`config.mk`:
```
export PLATFORM = sky130hd
export DESIGN_NAME = multicycle_alu_flat
export DESIGN_NICKNAME = d
export VERILOG_FILES = /design/src/rtl/multicycle_alu_if.sv /design/src/rtl/multicycle_alu.sv /design/src/flat_wrapper.sv
export SDC_FILE = /design/constraint.sdc
export NUM_CORES = 1
export LEC_CHECK = 0
export ABC_AREA = 1
export ABC_CLOCK_PERIOD_IN_PS = 8800
export CAP_MARGIN = 25
export CORE_MARGIN = 4
export CORE_UTILIZATION = 55
export CTS_CLUSTER_SIZE = 12
export DETAILED_ROUTE_END_ITERATION = 16
export PLACE_DENSITY = 0.9
export SETUP_SLACK_MARGIN = 0.2
export SLEW_MARGIN = 20
export SYNTH_ARGS = -nofsm -noshare
export SYNTH_HDL_FRONTEND = slang
export SYNTH_SLANG_ARGS = --single-unit
```
`constraint.sdc`:
```
create_clock -name clk_i -period 8.8 [get_ports clk_i]
set_clock_uncertainty 0.15 [all_clocks]
set_input_delay 2.64 -clock clk_i [delete_from_list [all_inputs] [get_ports clk_i]]
set_output_delay 2.64 -clock clk_i [all_outputs]
set_load 0.03 [all_outputs]
```
`src/rtl/multicycle_alu_if.sv`:
```
// Request/result bus of the multicycle ALU.
//
// Handshake: a transfer happens on a rising clk edge when the producer's
// valid and the consumer's ready are both 1 in the cycle before that edge.
// A producer holds valid and its payload stable until the transfer; ready
// may change freely and never depends on the partner's ready.
//   request : Valid_i / Ready_o with ALUCtl_i, Op1_i, Op2_i
//   result  : Valid_o / Ready_i with Res_o, Overflow_o
interface multicycle_alu_if #(
    parameter int WIDTH = 32
);
    logic             Valid_i;
    logic             Ready_o;
    logic [3:0]       ALUCtl_i;
    logic [WIDTH-1:0] Op1_i;
    logic [WIDTH-1:0] Op2_i;
    logic             Valid_o;
    logic             Ready_i;
    logic [WIDTH-1:0] Res_o;
    logic             Overflow_o;

    // ALU side
    modport slave (
        input  Valid_i, ALUCtl_i, Op1_i, Op2_i, Ready_i,
        output Ready_o, Valid_o, Res_o, Overflow_o
    );

    // Requester/consumer side
    modport master (
        output Valid_i, ALUCtl_i, Op1_i, Op2_i, Ready_i,
        input  Ready_o, Valid_o, Res_o, Overflow_o
    );
endinterface

```
`src/rtl/multicycle_alu.sv`:
```
// Multicycle ALU with a three-state control FSM (IDLE, BUSY, DONE).
// Single-cycle ops (ADD, SUB, SLT, SLTU, XOR, OR, AND, undefined codes) are
// computed at accept and go straight to DONE. Shifts move one bit per BUSY
// cycle; MUL is a shift-add multiplier running WIDTH BUSY cycles.
// Optional feature macro: ALU_MUL_EN (defined -> MUL 4'b1001 implemented,
// undefined -> 4'b1001 behaves as an undefined code and no multiplier exists).
// dbg_state exposes the FSM state: 0 IDLE, 1 BUSY, 2 DONE.
module multicycle_alu #(
    parameter int WIDTH   = 32,
    parameter int SHAMT_W = $clog2(WIDTH)
) (
    input  logic                 clk_i,
    input  logic                 rst_i,
    multicycle_alu_if.slave      bus,
    output logic [1:0]           dbg_state
);

    typedef enum logic [1:0] {
        IDLE = 2'd0,
        BUSY = 2'd1,
        DONE = 2'd2
    } state_t;

    localparam logic [3:0] OP_ADD  = 4'b0000;
    localparam logic [3:0] OP_SUB  = 4'b1000;
    localparam logic [3:0] OP_SLL  = 4'b0001;
    localparam logic [3:0] OP_SLT  = 4'b0010;
    localparam logic [3:0] OP_SLTU = 4'b0011;
    localparam logic [3:0] OP_XOR  = 4'b0100;
    localparam logic [3:0] OP_SRL  = 4'b0101;
    localparam logic [3:0] OP_SRA  = 4'b1101;
    localparam logic [3:0] OP_OR   = 4'b0110;
    localparam logic [3:0] OP_AND  = 4'b0111;
`ifdef ALU_MUL_EN
    localparam logic [3:0] OP_MUL  = 4'b1001;
`endif

    state_t               state;
    state_t               state_next;

    logic [3:0]           op_q;
    logic [WIDTH-1:0]     res_q;
    logic                 ovf_q;
    logic [SHAMT_W:0]     cnt_q;
`ifdef ALU_MUL_EN
    logic [WIDTH-1:0]     mcand_q;   // multiplicand, shifted left each step
    logic [WIDTH-1:0]     mplier_q;  // multiplier, shifted right each step
`endif

    logic                 accept;
    logic                 step;
    logic                 is_shift_in;
    logic                 is_mul_in;
    logic                 multi_in;
    logic [SHAMT_W-1:0]   shamt_in;
    logic                 sub_in;
    logic [WIDTH-1:0]     op2_x;
    logic [WIDTH:0]       sum;
    logic                 slt_in;
    logic                 sltu_in;
    logic [WIDTH-1:0]     res_fast;
    logic                 ovf_fast;
    logic [SHAMT_W:0]     cnt_load;

    // Decode of the request fields presented this cycle
    always_comb begin
        shamt_in    = bus.Op2_i[SHAMT_W-1:0];
        is_shift_in = (bus.ALUCtl_i == OP_SLL) || (bus.ALUCtl_i == OP_SRL) ||
                      (bus.ALUCtl_i == OP_SRA);
`ifdef ALU_MUL_EN
        is_mul_in   = (bus.ALUCtl_i == OP_MUL);
`else
        is_mul_in   = 1'b0;
`endif
        // A zero-distance shift finishes like a single-cycle op
        multi_in    = is_mul_in || (is_shift_in && (shamt_in != '0));
        if (is_mul_in) begin
            cnt_load = (SHAMT_W + 1)'(WIDTH);
        end else if (is_shift_in) begin
            cnt_load = {1'b0, shamt_in};
        end else begin
            cnt_load = '0;
        end
    end

    // Shared WIDTH+1-bit sign-extended adder: subtracts for SUB, SLT, SLTU
    always_comb begin
        sub_in  = (bus.ALUCtl_i == OP_SUB) || (bus.ALUCtl_i == OP_SLT) ||
                  (bus.ALUCtl_i == OP_SLTU);
        op2_x   = sub_in ? ~bus.Op2_i : bus.Op2_i;
        sum     = {bus.Op1_i[WIDTH-1], bus.Op1_i} + {op2_x[WIDTH-1], op2_x} +
                  {{WIDTH{1'b0}}, sub_in};
        // The extra bit never overflows, so it is the true sign of Op1-Op2
        slt_in  = sum[WIDTH];
        // Unsigned compare: undo the sign-extension contribution of both MSBs
        sltu_in = sum[WIDTH] ^ bus.Op1_i[WIDTH-1] ^ bus.Op2_i[WIDTH-1];
    end

    // Result loaded at accept: final value for single-cycle ops, start value otherwise
    always_comb begin
        res_fast = '0;
        ovf_fast = 1'b0;
        case (bus.ALUCtl_i)
            OP_ADD, OP_SUB: begin
                res_fast = sum[WIDTH-1:0];
                ovf_fast = sum[WIDTH] ^ sum[WIDTH-1];
            end
            OP_SLT:  res_fast = {{(WIDTH-1){1'b0}}, slt_in};
            OP_SLTU: res_fast = {{(WIDTH-1){1'b0}}, sltu_in};
            OP_XOR:  res_fast = bus.Op1_i ^ bus.Op2_i;
            OP_OR:   res_fast = bus.Op1_i | bus.Op2_i;
            OP_AND:  res_fast = bus.Op1_i & bus.Op2_i;
            OP_SLL, OP_SRL, OP_SRA: res_fast = bus.Op1_i;
`ifdef ALU_MUL_EN
            OP_MUL:  res_fast = '0;  // accumulator starts empty
`endif
            default: res_fast = '0;
        endcase
    end

    // FSM state register
    always_ff @(posedge clk_i) begin
        if (rst_i) begin
            state <= IDLE;
        end else begin
            state <= state_next;
        end
    end

    // FSM next state and handshake outputs
    always_comb begin
        state_next  = state;
        accept      = 1'b0;
        step        = 1'b0;
        bus.Ready_o = (state == IDLE);
        bus.Valid_o = (state == DONE);
        case (state)
            IDLE: begin
                if (bus.Valid_i && !rst_i) begin
                    accept     = 1'b1;
                    state_next = multi_in ? BUSY : DONE;
                end
            end
            BUSY: begin
                step = 1'b1;
                // Last step happens while the counter still reads 1
                if (cnt_q <= (SHAMT_W + 1)'(1)) begin
                    state_next = DONE;
                end
            end
            DONE: begin
                if (bus.Ready_i) begin
                    state_next = IDLE;
                end
            end
            default: state_next = IDLE;
        endcase
    end

    // Operation capture and per-cycle shift / shift-add datapath
    always_ff @(posedge clk_i) begin
        if (rst_i) begin
            op_q     <= '0;
            res_q    <= '0;
            ovf_q    <= 1'b0;
            cnt_q    <= '0;
`ifdef ALU_MUL_EN
            mcand_q  <= '0;
            mplier_q <= '0;
`endif
        end else if (accept) begin
            op_q     <= bus.ALUCtl_i;
            res_q    <= res_fast;
            ovf_q    <= ovf_fast;
            cnt_q    <= cnt_load;
`ifdef ALU_MUL_EN
            mcand_q  <= bus.Op1_i;
            mplier_q <= bus.Op2_i;
`endif
        end else if (step) begin
            cnt_q <= cnt_q - (SHAMT_W + 1)'(1);
            case (op_q)
                OP_SLL: res_q <= {res_q[WIDTH-2:0], 1'b0};
                OP_SRL: res_q <= {1'b0, res_q[WIDTH-1:1]};
                OP_SRA: res_q <= {res_q[WIDTH-1], res_q[WIDTH-1:1]};
`ifdef ALU_MUL_EN
                OP_MUL: begin
                    if (mplier_q[0]) begin
                        res_q <= res_q + mcand_q;
                    end
                    mcand_q  <= {mcand_q[WIDTH-2:0], 1'b0};
                    mplier_q <= {1'b0, mplier_q[WIDTH-1:1]};
                end
`endif
                default: res_q <= res_q;
            endcase
        end
    end

    assign bus.Res_o      = res_q;
    assign bus.Overflow_o = ovf_q;
    assign dbg_state      = state;

endmodule

```
`src/flat_wrapper.sv`:
```
// flat-port wrapper written by rule: the top's interface ports become plain ports
module multicycle_alu_flat 
#(
    parameter int WIDTH   = 32,
    parameter int SHAMT_W = $clog2(WIDTH)
)
  (clk_i, rst_i, dbg_state, bus_Valid_i, bus_ALUCtl_i, bus_Op1_i, bus_Op2_i, bus_Ready_i, bus_Ready_o, bus_Valid_o, bus_Res_o, bus_Overflow_o);
  multicycle_alu_if #(.WIDTH(WIDTH)) bus_i ();
  input  logic clk_i;
  input  logic rst_i;
  output logic [1:0] dbg_state;
  input wire logic [$bits(bus_i.Valid_i)-1:0] bus_Valid_i;
  input wire logic [$bits(bus_i.ALUCtl_i)-1:0] bus_ALUCtl_i;
  input wire logic [$bits(bus_i.Op1_i)-1:0] bus_Op1_i;
  input wire logic [$bits(bus_i.Op2_i)-1:0] bus_Op2_i;
  input wire logic [$bits(bus_i.Ready_i)-1:0] bus_Ready_i;
  output wire logic [$bits(bus_i.Ready_o)-1:0] bus_Ready_o;
  output wire logic [$bits(bus_i.Valid_o)-1:0] bus_Valid_o;
  output wire logic [$bits(bus_i.Res_o)-1:0] bus_Res_o;
  output wire logic [$bits(bus_i.Overflow_o)-1:0] bus_Overflow_o;
  assign bus_i.Valid_i = bus_Valid_i;
  assign bus_i.ALUCtl_i = bus_ALUCtl_i;
  assign bus_i.Op1_i = bus_Op1_i;
  assign bus_i.Op2_i = bus_Op2_i;
  assign bus_i.Ready_i = bus_Ready_i;
  assign bus_Ready_o = bus_i.Ready_o;
  assign bus_Valid_o = bus_i.Valid_o;
  assign bus_Res_o = bus_i.Res_o;
  assign bus_Overflow_o = bus_i.Overflow_o;
  multicycle_alu #(.WIDTH(WIDTH), .SHAMT_W(SHAMT_W)) u_core (.clk_i(clk_i), .rst_i(rst_i), .bus(bus_i), .dbg_state(dbg_state));
endmodule
```
==> flow_metrics.py, run 1 <==
metrics = {
    "timing": {
        "timing_worst_slew_pin_value_ns": 0.968,
        "final.min_clock_period_ns": 6.44,
        "finalCritPeriodShare_pct": 73.2,
        "rsz0062_at_grt": "false",
        "fmaxAchievable_mhz": 155,
        "setup_viol": 0,
        "timing.max_slew.rel_slack_pct": 35.4,
        "timing.final.hold_violations": 0,
        "drv_slew": 0,
        "fin_tns_setup_ns": 0,
    },
    "yosys": {
        "syn_area_um2": 6740,
        "ys.flop_type": "sky130_fd_sc_hd__dfxtp_1",
        "synthesis.yosys.warnings": 0,
        "synthCells": 1058,
        "synth_compound_area_share_pct": 27.2,
        "total_nets_after_synthesis": 1228,
        "synth_enable_flop_cells": 0,
        "synth_area_in_simple_gates_pct": 24.9,
        "synth.mux.area_fraction_pct": 0,
        "synth.lib_cells_used.distinct": 49,
        "synth_top_family_by_area": "compound AO/OA/AOI/OAI gates",
        "synthArstFlopShare_pct": 0,
        "synthesis.area_per_instance_um2": 6.37,
        "synth_fa_ha_area_share_pct": 18.3,
        "ff_latch_count_synth": 45,
        "synth_area_in_xor_xnor_pct": 4.55,
        "synth.yosys.seq_area_share_pct": 13.4,
    },
    "cts": {
        "cts.hold.buffers_added": 0,
        "cts_repair_resize_count": 0,
        "clockRootBuffer": "sky130_fd_sc_hd__clkbuf_16",
        "cts_tree": "done",
        "clock_latency_ns": 0.29,
        "clk_pin_slew_ns": 0.06,
        "total_setup_buffers_inserted_after_cts": 0,
        "cts.path.max_buffers": 2,
        "cts_sinks": 45,
        "tritoncts.num_buffers": 5,
        "htree_levels": 2,
    },
    "global_route": {
        "overflow": 0,
        "wire_length_of_the_first_global_routing_pass_mm": 34.7,
        "antenna_found_initial": 0,
        "groute.usage.overall_pct": 29.2,
        "first_global_vias": 7156,
        "grt_start_max_net_pins": 48,
    },
    "routing": {
        "drt-total-wl_mm": 21.0,
        "vias": 7566,
        "wl_per_cell_um": 16.3,
        "detailedRoute.firstPassIterationCount": 6,
        "dr.first_iter.drc_count": 711,
        "vias_per_cell": 5.88,
        "antenna_left": 0,
        "drt_drc_violations_left": 0,
    },
    "setup_path": {
        "path_class": "in -> reg",
        "worst_setup_sp_type": "primary input",
        "timing.critical_path.arrival_ns": 6.52,
        "critical_path_maximum_fanout": 20,
        "r2r-start": "u_core.op_q[0]",
        "endpoint_kind": "flop",
        "worst-r2r-cell-count": 8,
        "required_ns": 8.88,
        "worstReg2RegEnd": "u_core.bus.Res_o[5]",
        "cp-startpoint": "bus_ALUCtl_i[0]",
        "worstSetupEndpoint": "u_core.bus.Res_o[19]",
        "reg2reg_slack_ns": 4.80,
    },
    "pwr": {
        "totalPowerFinal_uw": 926,
        "vdd.ir_drop.worst_mv": 0.0793,
        "power_density_nw_per_um2": 116,
        "leakage_uw": 0.00375,
    },
    "layout": {
        "syn2layout_area_growth_pct": 18.6,
        "finalNetCount": 1308,
        "antenna-diode-count": 0,
        "post_route_cells_drive_above_1_share_pct": 6.67,
    },
    "min_path": {
        "min-delay-path-class": "reg -> reg",
    },
    "floorplan": {
        "core_box_area_um2": 12000,
        "floorplan.initialDensity_pct": 56.1,
        "row_count": 40,
        "num_io_pins": 109,
        "die-width_um": 119,
        "dieArea_um2": 14100,
        "die_height_um": 119,
    },
    "place": {
        "place_congestion": 1.03,
        "portBuffers": 108,
        "hpwl_mm": 16.4,
    },
    "run_status": {
        "run_status": "finished clean",
    },
    "job": {
        "maxCapViolations": 0,
    },
}
-- worst min-delay path by stage --
stage | end | depth (start not counted) | start
after CTS | u_core.op_q[0] | 2 | u_core.op_q[0]
after floorplan | u_core.op_q[0] | 2 | u_core.op_q[0]
after global placement | u_core.op_q[0] | 2 | u_core.op_q[0]
final | u_core.op_q[0] | 2 | u_core.op_q[0]
after global routing | u_core.op_q[0] | 2 | u_core.op_q[0]
after detailed placement | u_core.op_q[0] | 2 | u_core.op_q[0]
-- logic make-up (layout without fill, tap and decap cells) --
logic type      Yosys count  after routing
flops                    45             45
xor+xnor                 35             35
buf+inv                 195            276
fa+ha+maj                98             98
compound gates          299            299
simple gates            386            386
-- power breakdown --
part | leakage, uW | internal, uW | switching [uW]
registers | 0.000370 | 222 | 16.3
logic | 0.00331 | 190 | 313
clock network | 0.0000696 | 104 | 81.4
total | 0.00375 | 516 | 410
-- cells in the final DEF (no fill, tap or decap), types with 25 or more instances in the layout --
| cell | count |
|---|---|
| sky130_fd_sc_hd__clkdlybuf4s50_1 | 108 |
| sky130_fd_sc_hd__o21ai_0 | 77 |
| sky130_fd_sc_hd__nor2_1 | 80 |
| sky130_fd_sc_hd__xor2_1 | 32 |
| sky130_fd_sc_hd__nand2_1 | 209 |
| sky130_fd_sc_hd__a31oi_1 | 32 |
| sky130_fd_sc_hd__ha_1 | 97 |
| sky130_fd_sc_hd__a21oi_1 | 84 |
| sky130_fd_sc_hd__dfxtp_1 | 45 |
| sky130_fd_sc_hd__nand3_1 | 32 |
| sky130_fd_sc_hd__a221oi_1 | 25 |
| sky130_fd_sc_hd__inv_1 | 143 |
-- flip-flops by register name (all words and copies together), names as in the netlist --
| name | cells |
|---|---|
| u_core.bus.Res_o | 32 |
| u_core.cnt_q | 6 |
| u_core.op_q | 4 |
| u_core.dbg_state | 2 |
| u_core.bus.Overflow_o | 1 |
-- metal layers --
layer | vias up | track usage [%] | wire [um]
met5 | - | 0 | 0
met4 | 0 | 14.6 | 1010
met3 | 74 | 4.40 | 1440
met2 | 337 | 49.0 | 9680
met1 | 3431 | 36.4 | 8840
li1 | 3724 | - | -
-- critical path, cell delays in order --
cell and delay (ns):
sky130_fd_sc_hd__clkdlybuf4s50_1 0.52, sky130_fd_sc_hd__nor2_1 0.19, sky130_fd_sc_hd__nand2_1 0.10, sky130_fd_sc_hd__nand2_1 0.54
sky130_fd_sc_hd__buf_4 0.44, sky130_fd_sc_hd__xor2_1 0.20, sky130_fd_sc_hd__ha_1 0.30, sky130_fd_sc_hd__a21oi_1 0.24
sky130_fd_sc_hd__o21ai_0 0.17, sky130_fd_sc_hd__a21oi_1 0.20, sky130_fd_sc_hd__nand2_2 0.14, sky130_fd_sc_hd__nand3_1 0.11
sky130_fd_sc_hd__a21boi_0 0.08, sky130_fd_sc_hd__o21ai_0 0.40, sky130_fd_sc_hd__nand2_1 0.09, sky130_fd_sc_hd__a21oi_1 0.13
-- Yosys cell counts (4+ instances only) --
| master | n | share of area (%) |
|---|---|---|
| sky130_fd_sc_hd__a21o_1 | 10 | 1.1 |
| sky130_fd_sc_hd__nand2_1 | 209 | 12 |
| sky130_fd_sc_hd__xor2_1 | 32 | 4.2 |
| sky130_fd_sc_hd__dfxtp_1 | 45 | 13 |
| sky130_fd_sc_hd__o21a_1 | 5 | 0.56 |
| sky130_fd_sc_hd__nand3_1 | 32 | 2.4 |
| sky130_fd_sc_hd__inv_2 | 10 | 0.56 |
| sky130_fd_sc_hd__nand2_2 | 15 | 1.4 |
| sky130_fd_sc_hd__a21boi_0 | 4 | 0.45 |
| sky130_fd_sc_hd__nor3_1 | 6 | 0.45 |
| sky130_fd_sc_hd__o211ai_1 | 23 | 2.6 |
| sky130_fd_sc_hd__o21ai_2 | 4 | 0.52 |
| sky130_fd_sc_hd__a31oi_1 | 32 | 3.0 |
| sky130_fd_sc_hd__nor2_2 | 7 | 0.65 |
| sky130_fd_sc_hd__clkbuf_1 | 19 | 1.1 |
| sky130_fd_sc_hd__nand3_2 | 4 | 0.59 |
| sky130_fd_sc_hd__a21oi_1 | 84 | 6.2 |
| sky130_fd_sc_hd__inv_1 | 143 | 8.0 |
| sky130_fd_sc_hd__o21ai_0 | 77 | 5.7 |
| sky130_fd_sc_hd__nand4_1 | 6 | 0.56 |
| sky130_fd_sc_hd__buf_2 | 16 | 1.2 |
| sky130_fd_sc_hd__o21ai_1 | 9 | 0.67 |
| sky130_fd_sc_hd__a221oi_1 | 25 | 3.3 |
| sky130_fd_sc_hd__or2_2 | 14 | 1.3 |
| sky130_fd_sc_hd__ha_1 | 97 | 18 |
| sky130_fd_sc_hd__o21bai_1 | 7 | 0.78 |
| sky130_fd_sc_hd__nor2_1 | 80 | 4.5 |
| sky130_fd_sc_hd__o221ai_1 | 8 | 1.0 |
-- per-stage QoR --
stage,hold WS [ns],util [%],cells,worst slack (ns),cell area [um2]
finish,0.311,66.5,1286,2.36,7990
global placement,0.295,65.3,1278,2.24,7850
global route,0.340,66.5,1286,1.97,7990
floorplan,0.281,-,1058,3.79,6740
CTS,0.314,66.5,1286,2.44,7990
detailed placement,0.305,65.3,1278,2.14,7850
-- area by class of cell --
class / instances / area, um2
Clock buffer: 5 / 125
Clock inverter: 3 / 17.5
Fill cell: 1096 / 4020
Inverter: 153 / 574
Multi-Input combinational cell: 818 / 5050
Sequential cell: 45 / 901
Tap cell: 147 / 184
Timing Repair Buffer: 115 / 1130
Power figures use the tool's default switching activity.
==> inputs of run 2 (changes only) <==
--- a/config.mk
+++ b/config.mk
@@ -6,13 +6,13 @@
 export NUM_CORES = 1
 export LEC_CHECK = 0
 export ABC_AREA = 1
-export ABC_CLOCK_PERIOD_IN_PS = 8800
+export ABC_CLOCK_PERIOD_IN_PS = 5600
 export CAP_MARGIN = 25
 export CORE_MARGIN = 4
-export CORE_UTILIZATION = 55
+export CORE_UTILIZATION = 51
 export CTS_CLUSTER_SIZE = 12
 export DETAILED_ROUTE_END_ITERATION = 16
-export PLACE_DENSITY = 0.9
+export PLACE_DENSITY = 0.88
 export SETUP_SLACK_MARGIN = 0.2
 export SLEW_MARGIN = 20
 export SYNTH_ARGS = -nofsm -noshare
==> constraint.sdc (replaced) <==
create_clock -name clk_i -period 5.6 [get_ports clk_i]
set_clock_uncertainty 0.15 [all_clocks]
set_input_delay 1.68 -clock clk_i [delete_from_list [all_inputs] [get_ports clk_i]]
set_output_delay 1.68 -clock clk_i [all_outputs]
set_load 0.03 [all_outputs]
==> run 2 against run 1 <==
- wire length rose by 0.47%
- sequential share of layout area fell by 0.12 points
- worst hold slack barely moved
- final cell count rose by 2.3%
- largest power group unchanged
==> flow_metrics.py, run 2 (synthesis gave the netlist of run 1 again) <==
metrics = {
    "routing": {
        "vias": 7575,
        "drt-total-wl_mm": 21.1,
        "antenna_left": 0,
        "dr.first_iter.drc_count": 848,
        "detailedRoute.firstPassIterationCount": 9,
        "vias_per_cell": 5.76,
        "drt_drc_violations_left": 0,
        "wl_per_cell_um": 16.0,
    },
    "timing": {
        "fmaxAchievable_mhz": 206,
        "timing.max_slew.rel_slack_pct": 34.7,
        "finalCritPeriodShare_pct": 86.6,
        "final.min_clock_period_ns": 4.85,
        "setup_viol": 0,
        "fin_tns_setup_ns": 0,
        "timing.final.hold_violations": 0,
        "post-route-worst-setup-slack_ns": 0.751,
        "timing_worst_slew_pin_value_ns": 0.979,
        "drv_slew": 0,
        "rsz0062_at_grt": "false",
    },
    "cts": {
        "cts.hold.buffers_added": 0,
        "cts_sinks": 45,
        "clockRootBuffer": "sky130_fd_sc_hd__clkbuf_16",
        "cts_tree": "done",
        "htree_levels": 2,
        "total_setup_buffers_inserted_after_cts": 0,
        "clk_pin_slew_ns": 0.07,
        "cts_repair_resize_count": 0,
        "cts.path.max_buffers": 2,
        "tritoncts.num_buffers": 5,
        "clock_latency_ns": 0.29,
    },
    "pwr": {
        "power_density_nw_per_um2": 181,
        "vdd.ir_drop.worst_mv": 0.121,
        "leakage_uw": 0.00377,
    },
    "setup_path": {
        "critical_path_maximum_fanout": 31,
        "cp_common_cell": "sky130_fd_sc_hd__nand2_1",
        "endpoint_kind": "flop",
        "required_ns": 5.67,
        "reg2reg_slack_ns": 2.64,
        "timing.critical_path.cells": "clkdlybuf4s50_1, nor2_1, nand2_1, nand2_1, buf_12, xor2_1, ha_1, a21oi_1, a21boi_0, o21ai_0, a31oi_1, nand2_1, nand2_1, nand3_1, nand2_1, nand2_1, a21oi_1",
        "crit_path_max_incr_delay_ns": 0.51,
        "worst-r2r-cell-count": 10,
        "r2r-start": "u_core.op_q[0]",
        "timing.critical_path.arrival_ns": 4.92,
        "worst_setup_sp_type": "primary input",
        "timing.critical_path.slowest_stage_cell": "sky130_fd_sc_hd__clkdlybuf4s50_1",
        "path_class": "in -> reg",
        "worstReg2RegEnd": "u_core.bus.Res_o[6]",
        "cp-startpoint": "bus_ALUCtl_i[0]",
    },
    "layout": {
        "layout.cells.most_common": "sky130_fd_sc_hd__nand2_1",
        "final_cell_mix": "sky130_fd_sc_hd__nand2_1, sky130_fd_sc_hd__inv_1, sky130_fd_sc_hd__clkdlybuf4s50_1",
        "post_route_cells_drive_above_1_share_pct": 7.08,
        "antenna-diode-count": 0,
        "syn2layout_area_growth_pct": 19.9,
        "finalNetCount": 1313,
        "largest_register_ff_count": 32,
    },
    "global_route": {
        "grt_use_met2_pct": 46.4,
        "grt.busiest_layer": "met2",
        "groute.usage.overall_pct": 27.5,
        "met1_usage_pct": 35.9,
        "wire_length_of_the_first_global_routing_pass_mm": 33.9,
        "first_global_vias": 7085,
        "grt_start_max_net_pins": 47,
        "grt_util_met3_pct": 3.43,
        "overflow": 0,
        "antenna_found_initial": 0,
    },
    "floorplan": {
        "num_io_pins": 109,
        "row_count": 41,
        "floorplan.initialDensity_pct": 52.7,
        "die-width_um": 123,
        "core_box_area_um2": 12800,
        "dieArea_um2": 15100,
        "die_height_um": 123,
    },
    "min_path": {
        "hold_end": "u_core.op_q[0]",
        "holdCritStartpoint": "u_core.op_q[0]",
        "hold_depth": 2,
        "min-delay-path-class": "reg -> reg",
    },
    "place": {
        "preCtsSetupSlack_ns": 0.563,
        "portBuffers": 108,
        "hpwl_mm": 16.4,
        "place_congestion": 1.01,
    },
    "job": {
        "maxCapViolations": 0,
    },
    "run_status": {
        "run_status": "finished clean",
    },
}
[run 2: layout make-up]
class,instances,area [um2]
multi-input cells,818,5050
flip-flops and latches,45,901
fillers,1171,4700
repair buffers,120,1180
clock inverters,3,21.3
well taps,172,215
clock buffers,5,125
inverters,153,574
[run 2: worst max path at each step]
stage | endpoint | slack (ns)
after floorplan | u_core.bus.Res_o[16] | 1.55
after global placement | u_core.bus.Res_o[25] | 0.54
after detailed placement | u_core.bus.Res_o[21] | 0.56
after CTS | u_core.bus.Res_o[29] | 0.84
after global routing | u_core.bus.Res_o[29] | 0.42
final | u_core.bus.Res_o[29] | 0.75
[run 2: where the power goes]
group	leakage (uW)	internal [uW]	switching, uW
clock network	0.0000702	166	131
logic	0.00333	301	492
registers	0.000370	349	25.9
[run 2: per-stage QoR]
stage,hold WS (ns),total power [uW],instances,area (um2),utilization (%)
after global routing,0.341,1570,1316,8080,63.2
final,0.311,1470,1316,8080,63.2
after global placement,0.291,1150,1308,7930,62.1
after detailed placement,0.303,1160,1308,7930,62.1
after CTS,0.312,1460,1316,8080,63.2
after floorplan,0.281,903,1058,6740,-
[run 2: metal layers]
| metal | routed length (um) | share of wire, % |
|---|---|---|
| met4 | 746 | 3.5 |
| met5 | 0 | 0 |
| met1 | 8920 | 42 |
| met2 | 9670 | 46 |
| met3 | 1730 | 8.2 |
[run 2: critical path, delay by kind of cell]
| kind | cells | cell delay (ns) |
|---|---|---|
| AND/OR/NAND/NOR | 8 | 0.77 |
| buffers and inverters | 2 | 0.76 |
| adder cells (fa/ha/maj) | 1 | 0.31 |
| AO/OA/AOI/OAI | 5 | 1.21 |
| XOR/XNOR | 1 | 0.17 |
==> inputs of run 3 (changes only) <==
--- a/config.mk
+++ b/config.mk
@@ -6,15 +6,16 @@
 export NUM_CORES = 1
 export LEC_CHECK = 0
 export ABC_AREA = 1
-export ABC_CLOCK_PERIOD_IN_PS = 5600
+export ABC_CLOCK_PERIOD_IN_PS = 5900
 export CAP_MARGIN = 25
 export CORE_MARGIN = 4
-export CORE_UTILIZATION = 51
+export CORE_UTILIZATION = 55
 export CTS_CLUSTER_SIZE = 12
 export DETAILED_ROUTE_END_ITERATION = 16
-export PLACE_DENSITY = 0.88
+export PLACE_DENSITY = 0.9
 export SETUP_SLACK_MARGIN = 0.2
 export SLEW_MARGIN = 20
 export SYNTH_ARGS = -nofsm -noshare
 export SYNTH_HDL_FRONTEND = slang
 export SYNTH_SLANG_ARGS = --single-unit
+export TNS_END_PERCENT = 30
==> constraint.sdc (replaced) <==
create_clock -name clk_i -period 5.9 [get_ports clk_i]
set_clock_uncertainty 0.15 [all_clocks]
set_input_delay 1.77 -clock clk_i [delete_from_list [all_inputs] [get_ports clk_i]]
set_output_delay 1.77 -clock clk_i [all_outputs]
set_load 0.03 [all_outputs]
==> run 3 against run 2 <==
- combinational power decreased by 4.3%
- setup slack improved by 0.23 ns
- sequential share of layout area is essentially flat
- core utilization rose by 4.1 points
- final area is 0.11% higher
- total power up 1.4%
- first-iteration DRC count down 0.94%
- largest power group unchanged
- clock power up 25%
- die area shrank 6.8%
- sequential power down 5%
- final cell count decreased by 2.0%
- wire length is 1.8% higher
- highest routed layer unchanged
==> flow_metrics.py, run 3 (synthesis gave the netlist of run 1 again) <==
metrics = {
    "setup_path": {
        "worst-r2r-cell-count": 10,
        "r2r-start": "u_core.op_q[0]",
        "endpoint_kind": "flop",
        "path_class": "in -> reg",
        "required_ns": 5.97,
        "critical_path_maximum_fanout": 31,
        "worst_setup_sp_type": "primary input",
        "timing.critical_path.arrival_ns": 4.99,
        "cp-startpoint": "bus_ALUCtl_i[2]",
    },
    "layout": {
        "largest_register_ff_count": 32,
        "finalNetCount": 1312,
        "syn2layout_area_growth_pct": 20.0,
        "layout.cells.most_common": "sky130_fd_sc_hd__nand2_1",
        "final_cell_area_um2": 8080,
        "fillCellCount": 1081,
        "antenna-diode-count": 0,
        "post_route_cells_drive_above_1_share_pct": 7.00,
        "final_cell_mix": "sky130_fd_sc_hd__nand2_1, sky130_fd_sc_hd__inv_1, sky130_fd_sc_hd__clkdlybuf4s50_1",
    },
    "place": {
        "portBuffers": 108,
        "place_congestion": 1.08,
        "preCtsSetupSlack_ns": 0.816,
        "hpwl_mm": 16.5,
        "dpl_cell_area_um2": 7890,
    },
    "pwr": {
        "p_comb_share_pct": 51.1,
        "net-switching-power_uw": 624,
        "totalPowerFinal_uw": 1490,
        "vdd.ir_drop.worst_mv": 0.122,
        "leakage_uw": 0.00379,
        "power_report.internal_total_uw": 861,
        "p_sw_share_pct": 42.0,
        "power_density_nw_per_um2": 184,
        "seqPwrFrac_pct": 24.0,
        "power.share.clock_pct": 25.0,
    },
    "min_path": {
        "holdCritStartpoint": "u_core.cnt_q[5]",
        "hold_depth": 1,
        "min-delay-path-class": "reg -> reg",
    },
    "global_route": {
        "wire_length_of_the_first_global_routing_pass_mm": 35.2,
        "first_global_vias": 7262,
        "grt_util_met3_pct": 4.50,
        "grt_use_met2_pct": 51.0,
        "grt_start_max_net_pins": 47,
        "antenna_found_initial": 0,
        "grt.busiest_layer": "met2",
        "met1_usage_pct": 36.6,
        "overflow": 0,
        "groute.usage.overall_pct": 29.7,
    },
    "job": {
        "maxCapViolations": 0,
    },
    "routing": {
        "wl_per_cell_um": 16.6,
        "antenna_left": 0,
        "vias": 7665,
        "drt-total-wl_mm": 21.5,
        "detailedRoute.firstPassIterationCount": 5,
        "dr.first_iter.drc_count": 840,
        "vias_per_cell": 5.94,
        "drt_drc_violations_left": 0,
    },
    "cts": {
        "total_setup_buffers_inserted_after_cts": 0,
        "cts.path.max_buffers": 2,
        "cts_repair_resize_count": 0,
        "clk_pin_slew_ns": 0.07,
        "cts.hold.buffers_added": 0,
        "clock_latency_ns": 0.29,
        "clockRootBuffer": "sky130_fd_sc_hd__clkbuf_16",
        "cts_sinks": 45,
        "tritoncts.num_buffers": 5,
        "htree_levels": 2,
        "cts_tree": "done",
    },
    "timing": {
        "final.min_clock_period_ns": 4.92,
        "holdWs_ns": 0.322,
        "fin_tns_setup_ns": 0,
        "timing_worst_slew_pin_value_ns": 0.928,
        "post-route-worst-setup-slack_ns": 0.984,
        "drv_slew": 0,
        "finalCritPeriodShare_pct": 83.3,
        "rsz0062_at_grt": "false",
        "setup_viol": 0,
        "timing.final.hold_violations": 0,
        "fmaxAchievable_mhz": 203,
        "timing.max_slew.rel_slack_pct": 38.0,
    },
    "run_status": {
        "run_status": "finished clean",
    },
    "floorplan": {
        "dieArea_um2": 14100,
        "floorplan.initialDensity_pct": 56.1,
        "row_count": 40,
        "num_io_pins": 109,
        "core_box_area_um2": 12000,
        "die-width_um": 119,
        "die_height_um": 119,
    },
}
run 3: worst max-delay path, cell delays in order:
cell                              delay (ns)
sky130_fd_sc_hd__clkdlybuf4s50_1        0.49
sky130_fd_sc_hd__nor2_1                 0.18
sky130_fd_sc_hd__nand2_1                0.10
sky130_fd_sc_hd__nand2_1                0.12
sky130_fd_sc_hd__buf_12                 0.24
sky130_fd_sc_hd__xor2_1                 0.18
sky130_fd_sc_hd__ha_1                   0.33
sky130_fd_sc_hd__a21oi_1                0.29
sky130_fd_sc_hd__o21ai_0                0.20
sky130_fd_sc_hd__a21oi_1                0.19
sky130_fd_sc_hd__o21ai_2                0.13
sky130_fd_sc_hd__a21oi_1                0.25
sky130_fd_sc_hd__or2_0                  0.14
sky130_fd_sc_hd__nand3_1                0.07
sky130_fd_sc_hd__nand2_1                0.10
sky130_fd_sc_hd__nand2_1                0.05
sky130_fd_sc_hd__a21oi_1                0.13
run 3: area by class of cell:
| type | instances | area, um2 | area share (%) |
|---|---|---|---|
| multi-input combinational | 818 | 5050 | 62.5 |
| tap | 147 | 184 | 2.28 |
| timing repair buffer | 119 | 1180 | 14.5 |
| inverter | 153 | 574 | 7.10 |
| clock buffer | 5 | 125 | 1.55 |
| clock inverter | 3 | 68.8 | 0.851 |
| sequential | 45 | 901 | 11.1 |
run 3: path summary, 6_finish.rpt:
kind	endpoint	slack (ns)
max	u_core.bus.Res_o[22]	0.98
min	u_core.cnt_q[5]	0.32
max reg2reg	u_core.bus.Res_o[18]	2.91
min reg2reg	u_core.cnt_q[5]	0.32
run 3: routing by layer:
metal  part of all wire, %  up-vias
li1                      -     3740
met1                    42     3498
met2                    46      366
met3                   7.4       61
met4                   4.5        0
met5                     0        -
run 3: power by group through the flow:
stage	clock network [uW]	logic (uW)	registers, uW
after floorplan	0	462	395
after global placement	0	728	361
after detailed placement	0	740	361
after CTS	369	746	355
after global routing	385	838	359
final	371	759	356
run 3: through the flow:
step / utilization (%) / cells
floorplan: - / 1058
global placement: 65.7 / 1282
detailed placement: 65.7 / 1282
CTS: 67.3 / 1290
global route: 67.3 / 1290
finish: 67.3 / 1290
